$ cat config.mk
export PLATFORM = sky130hd
export DESIGN_NAME = latch_bank_wr_sched
export DESIGN_NICKNAME = d
export VERILOG_FILES = /design/src/rtl/latch_bank_pkg.sv /design/src/rtl/rr_pick.sv /design/src/rtl/latch_bank_wr_sched.sv
export SDC_FILE = /design/constraint.sdc
export NUM_CORES = 1
export LEC_CHECK = 0
export CORE_MARGIN = 5
export CORE_UTILIZATION = 43
export DETAILED_ROUTE_END_ITERATION = 8
export GPL_TIMING_DRIVEN = 0
export PLACE_DENSITY_LB_ADDON = 0.2
export SLEW_MARGIN = 25
export SYNTH_ARGS = -nofsm -noshare
export SYNTH_HDL_FRONTEND = slang
export SYNTH_SLANG_ARGS = --single-unit
$ cat constraint.sdc
create_clock -name i_clk -period 2.8 [get_ports i_clk]
set_input_delay 0.7 -clock i_clk [delete_from_list [all_inputs] [get_ports i_clk]]
set_output_delay 0.7 -clock i_clk [all_outputs]
set_load 0.1 [all_outputs]
$ cat src/rtl/latch_bank_pkg.sv
// Shared definitions for the latch bank write scheduler, the bank and its bench.
// Holds the scheduler state encoding, default sizes and latch-enable levels.
package latch_bank_pkg;

   typedef enum logic [1:0] {
      IDLE  = 2'd0,
      SETUP = 2'd1,
      OPEN  = 2'd2,
      CLOSE = 2'd3
   } wr_state_e;

   localparam int DEF_N_REQ   = 4;
   localparam int DEF_N_ENTRY = 8;
   localparam int DEF_DATA_W  = 32;

   localparam logic LE_CLOSED = 1'b0;
   localparam logic LE_OPEN   = 1'b1;

endpackage

$ cat src/rtl/rr_pick.sv
// Combinational round-robin selector: lowest requesting index at or after ptr,
// wrapping to the lowest requesting index below ptr.
module rr_pick #(
   parameter  int N_REQ = 4,
   localparam int PW    = $clog2(N_REQ)
) (
   input  logic [N_REQ-1:0] req,
   input  logic [PW-1:0]    ptr,
   output logic [N_REQ-1:0] gnt,
   output logic [PW-1:0]    idx
);

   always_comb begin
      logic found;
      gnt   = '0;
      idx   = '0;
      found = 1'b0;
      for (int r = 0; r < N_REQ; r++) begin
         if (!found && req[r] && (PW'(r) >= ptr)) begin
            gnt[r] = 1'b1;
            idx    = PW'(r);
            found  = 1'b1;
         end
      end
      // nothing at or above ptr: wrap, so the lowest requester (below ptr) wins
      for (int r = 0; r < N_REQ; r++) begin
         if (!found && req[r]) begin
            gnt[r] = 1'b1;
            idx    = PW'(r);
            found  = 1'b1;
         end
      end
   end

endmodule

$ cat src/rtl/latch_bank_wr_sched.sv
// Round-robin write scheduler for a latch bank: one SETUP/OPEN/CLOSE sequence
// per write, with every enable, grant and ack driven straight from a flop.
module latch_bank_wr_sched
   import latch_bank_pkg::*;
#(
   parameter  int N_REQ   = DEF_N_REQ,
   parameter  int N_ENTRY = DEF_N_ENTRY,
   parameter  int DATA_W  = DEF_DATA_W,
   localparam int AW      = $clog2(N_ENTRY)
) (
   input  logic                    i_clk,
   input  logic                    i_arst_n,
   input  logic [N_REQ-1:0]        i_req,
   input  logic [N_REQ*AW-1:0]     i_addr,
   input  logic [N_REQ*DATA_W-1:0] i_wdata,
   output logic [N_REQ-1:0]        o_gnt,
   output logic [N_REQ-1:0]        o_ack,
   output logic                    o_err,
   output logic [N_ENTRY-1:0]      o_le,
   output logic [DATA_W-1:0]       o_ldata,
   output logic                    o_busy
);

   localparam int PW = $clog2(N_REQ);

   wr_state_e          state_q, state_d;
   logic [PW-1:0]      ptr_q, ptr_d, idx_q, idx_d, pick_idx;
   logic [N_REQ-1:0]   pick_gnt, gnt_q, gnt_d, ack_q, ack_d;
   logic [AW-1:0]      addr_q, addr_d, addr_sel;
   logic [DATA_W-1:0]  data_q, data_d, data_sel;
   logic [N_ENTRY-1:0] le_q, le_d;
   logic               err_q, err_d, busy_q, busy_d, addr_ok;

   rr_pick #(.N_REQ(N_REQ)) u_pick (
      .req (i_req),
      .ptr (ptr_q),
      .gnt (pick_gnt),
      .idx (pick_idx)
   );

   always_comb begin
      addr_sel = '0;
      data_sel = '0;
      for (int r = 0; r < N_REQ; r++) begin
         if (pick_idx == PW'(r)) begin
            addr_sel = i_addr[r*AW +: AW];
            data_sel = i_wdata[r*DATA_W +: DATA_W];
         end
      end
   end

   assign addr_ok = 32'(addr_q) < 32'(N_ENTRY);

   always_comb begin
      state_d = state_q;
      ptr_d   = ptr_q;
      idx_d   = idx_q;
      addr_d  = addr_q;
      data_d  = data_q;
      gnt_d   = gnt_q;
      busy_d  = busy_q;
      ack_d   = '0;
      err_d   = 1'b0;
      le_d    = {N_ENTRY{LE_CLOSED}};
      unique case (state_q)
         IDLE: begin
            if (|i_req) begin
               state_d = SETUP;
               idx_d   = pick_idx;
               addr_d  = addr_sel;
               data_d  = data_sel;
               gnt_d   = pick_gnt;
               busy_d  = 1'b1;
            end
         end
         SETUP: begin
            // enable decoded a cycle early so the bank sees a clean flop output
            state_d = OPEN;
            for (int e = 0; e < N_ENTRY; e++) begin
               if (32'(addr_q) == 32'(e)) le_d[e] = LE_OPEN;
            end
         end
         OPEN: begin
            state_d = CLOSE;
            ack_d   = gnt_q;
            err_d   = !addr_ok;
         end
         CLOSE: begin
            state_d = IDLE;
            gnt_d   = '0;
            busy_d  = 1'b0;
            ptr_d   = (idx_q == PW'(N_REQ-1)) ? '0 : idx_q + 1'b1;
         end
         default: state_d = IDLE;
      endcase
   end

   always_ff @(posedge i_clk or negedge i_arst_n) begin
      if (!i_arst_n) begin
         state_q <= IDLE;
         ptr_q   <= '0;
         idx_q   <= '0;
         addr_q  <= '0;
         data_q  <= '0;
         gnt_q   <= '0;
         ack_q   <= '0;
         err_q   <= 1'b0;
         le_q    <= '0;
         busy_q  <= 1'b0;
      end else begin
         state_q <= state_d;
         ptr_q   <= ptr_d;
         idx_q   <= idx_d;
         addr_q  <= addr_d;
         data_q  <= data_d;
         gnt_q   <= gnt_d;
         ack_q   <= ack_d;
         err_q   <= err_d;
         le_q    <= le_d;
         busy_q  <= busy_d;
      end
   end

   assign o_gnt   = gnt_q;
   assign o_ack   = ack_q;
   assign o_err   = err_q;
   assign o_le    = le_q;
   assign o_ldata = data_q;
   assign o_busy  = busy_q;

endmodule

==> flow_summary.rst <==
.. list-table::
   :header-rows: 1

   * - Metric
     - Value
   * - Worst Hold Class
     - in -> async
   * - Count of unresolved DRC violations after routing
     - 0
   * - Clock sink total
     - 58
   * - Endpoints failing setup
     - 0
   * - Ys async rst share
     - 1.00
   * - Cells taking the most area after synthesis
     - dfrtp_1 40%, nand2_1 5.5%, a211oi_1 5.2%
   * - Kind of start point of the critical path
     - flop
   * - Most frequent cell after synthesis
     - dfrtp_1
   * - Max Root-Sink Buffers
     - 2
   * - Buffer cell driving the clock tree root
     - clkbuf_8
   * - Worst path arrival time
     - 1860 ps
   * - Delay of the slowest critical-path stage
     - 1150 ps
   * - Most frequently used flop master after synthesis
     - dfrtp_1
   * - Count of synthesis-stage warnings from yosys
     - 0
   * - Global routing usage summed across all routing layers
     - 0.254
   * - Count of state elements after synthesis
     - 58
   * - Combined area of the multi-input logic cells
     - 0.00188 sq mm
   * - Final critical-path share of the clock period
     - 0.915
   * - CP required
     - 2100 ps
   * - Total clock buffers created by CTS
     - 9
   * - Type of destination of the critical path
     - primary output
   * - Yosys cell types
     - 50
   * - Vias in the first global route
     - 4133
   * - Placed instance count
     - 693
   * - H-tree lvl count
     - 3
   * - Utilization after layout
     - 0.717
   * - Post-cts gate resize count
     - 0
   * - Syn Inst Count
     - 395
   * - Antenna violations before repair
     - 0
   * - Die width
     - 101 um
   * - Area leader, netlist
     - dfrtp_1
   * - VDD IR max
     - 0.738 mV
   * - Top cells by instance count after synthesis
     - 58 x dfrtp_1, 53 x nand2_1, 38 x nor2_1
   * - Post-route clock skew
     - 7.15 ps
   * - Number of buffers inserted by port buffering
     - 192
   * - Final standard cell count with taps included and fillers excluded
     - 708
   * - Initial core utilization
     - 0.438
   * - Critical Path, Cell by Cell
     - clkdlybuf4s50_1
   * - Summed instance area of the synthesized netlist
     - 0.00358 sq mm
   * - Final cell area excluding filler cells
     - 0.00586 sq mm
   * - Bufs and invs on worst path
     - 1
   * - Total number of placement rows
     - 33
   * - Count of vias placed by the detailed router
     - 3949
   * - Core Region
     - 0.00818 sq mm
   * - Worst hold margin
     - 271 ps
   * - Path type of the worst setup path
     - reg -> out
   * - Net total in the final layout
     - 751
   * - Worst Tran Pin Value
     - 1040 ps
   * - Placed wire-length estimate after detailed placement
     - 10100 um
   * - Delay-heaviest family, CP
     - buffers and inverters
   * - Synthesized area per cell
     - 9.08 sq um
   * - Final period demand of the worst path
     - 2560 ps
   * - DR WL/cell
     - 18.4 um
   * - Portion of the post-synthesis area used by sequential elements
     - 0.405
   * - Die area
     - 0.0103 sq mm
   * - Top-Level Pins
     - 196
   * - Clock insertion delay at the later pin of the skew report
     - 330 ps
   * - Final Hold Vio Count
     - 0
   * - Vias/cell
     - 5.58
   * - Maximum number of pins on one net before global-route repair
     - 33
   * - Clock Pin Slew Worst Setup and Hold Paths
     - 60 ps
   * - Weighted congestion reported at the end of routability-driven placement
     - 0.870
   * - DP Worst Slack
     - 5.83 ps
   * - Synth Net Count
     - 547
   * - Maximum fanout count along the critical path
     - 3
   * - Grt ovf
     - 0
   * - Final antenna-violating net count
     - 0
   * - Clock tree from TritonCTS
     - built
   * - Max frequency
     - 0.391 GHz
   * - Status
     - finished, final reports clean
   * - Max-slew violation count
     - 0
   * - Global-route wire length before repair
     - 20400 um
   * - Critical-path cell with the highest stage delay
     - clkdlybuf4s50_1
   * - Max-cap viol count
     - 0
   * - Pre-antenna DRT Iters
     - 4
   * - Setup repair after global routing missed its margin
     - no
   * - Layout filler cell count
     - 645
   * - Synth top area share
     - 0.405
   * - Area taken by flip-flops and latches
     - 0.00145 sq mm
   * - Layout area overhead
     - 63.5%
   * - Number of synthesized flops with an enable pin
     - 0
   * - Hold Buf Count CTS
     - 0
   * - Buffers inserted during post-CTS setup optimization
     - 0
   * - Setup WS post-layout
     - 239 ps
   * - Areal power density over the cells
     - 1240 mW/mm^2
   * - DIE HEIGHT
     - 101 um
   * - Fraction of layout cells with a size suffix above 1
     - 0.109
   * - Aggregate routed wire length
     - 13100 um
   * - Diodes inserted
     - 0
   * - Worst slew margin relative to its limit
     - 0.303
   * - Placed cell areas
     - 0.00566 sq mm
   * - Drt initial violations
     - 150
   * - Leakage power
     - 2.36 nW
==> report_power, final <==
group	internal (mW)	total [mW]	switching [mW]
registers	1.21	1.43	0.223
clock network	0.478	0.806	0.328
logic	1.43	5.03	3.60
==> placed cells by master (no fill, tap or decap), drive strengths merged, types with 2 or more instances in the layout <==
| cell | count |
|---|---|
| inv | 6 |
| a211oi | 26 |
| buf | 24 |
| nor2 | 38 |
| nand2b | 6 |
| and3 | 26 |
| a2111oi | 25 |
| ha | 6 |
| a21o | 2 |
| nor3 | 28 |
| o221ai | 9 |
| nand2 | 54 |
| nor2b | 4 |
| a21oi | 8 |
| dfrtp | 58 |
| or2 | 3 |
| clkdlybuf4s50 | 191 |
| clkbuf | 25 |
| nand3 | 3 |
| and2 | 5 |
| o21ai | 29 |
| o21bai | 9 |
==> sequential cells by signal, summed over array words and instances (netlist names) <==
| register | count |
|---|---|
| ptr_q | 2 |
| addr_q | 3 |
| o_busy | 1 |
| o_le | 8 |
| state_q | 2 |
| o_ack | 4 |
| idx_q | 2 |
| o_ldata | 32 |
| o_gnt | 4 |
==> routing by layer <==
layer | track usage | share of wire | vias up
met2 | 0.445 | 0.52 | 186
met4 | 0.0961 | 0.020 | 0
met1 | 0.301 | 0.39 | 1879
met5 | 0 | 0 | -
met3 | 0.0585 | 0.075 | 20
li1 | - | - | 1864
==> kinds of logic (layout without fill, tap and decap cells) <==
kind of cell    count (synthesis)  in the layout  share of synthesized area
simple gates                  170            170                      0.228
mux                             1              1                    0.00314
buf+inv                        40            248                     0.0709
fa+ha+maj                       6              6                     0.0209
compound gates                119            119                      0.272
flops                          58             58                      0.405
other cells                     1              1                    0.00105
==> area by class of cell <==
class / instances / area share
Sequential cell: 58 / 0.248
Tap cell: 105 / 0.0224
Clock buffer: 13 / 0.0288
Timing Repair Buffer: 193 / 0.331
Buffer: 34 / 0.0395
Multi-Input combinational cell: 297 / 0.321
Clock inverter: 2 / 0.00598
Inverter: 6 / 0.00384
==> through the flow <==
| step | TNS [ps] | total power, mW |
|---|---|---|
| finish | 0 | 7.27 |
| global route | 0 | 7.64 |
| CTS | 0 | 7.28 |
| detailed placement | 0 | 6.46 |
| global placement | -47700 | 6.38 |
| floorplan | 0 | 5.09 |
==> final timing paths <==
path / depth (start not counted) / slack [ps] / end / start
max: 1 / 240 / o_gnt[1] / o_gnt[1]$_DFFE_PN0P_
max reg2reg: 7 / 710 / o_ldata[20]$_DFFE_PN0P_ / state_q[0]$_DFFE_PN0P_
min in group i_clk: 1 / 480 / o_busy$_DFFE_PN0P_ / o_busy$_DFFE_PN0P_
min reg2reg: 1 / 480 / o_busy$_DFFE_PN0P_ / o_busy$_DFFE_PN0P_
max in group asynchronous: 2 / 2030 / o_ldata[6]$_DFFE_PN0P_ / i_arst_n
min: 1 / 270 / o_ack[0]$_DFF_PN0_ / i_arst_n
Note: power is estimated with default switching activity, not from simulation.
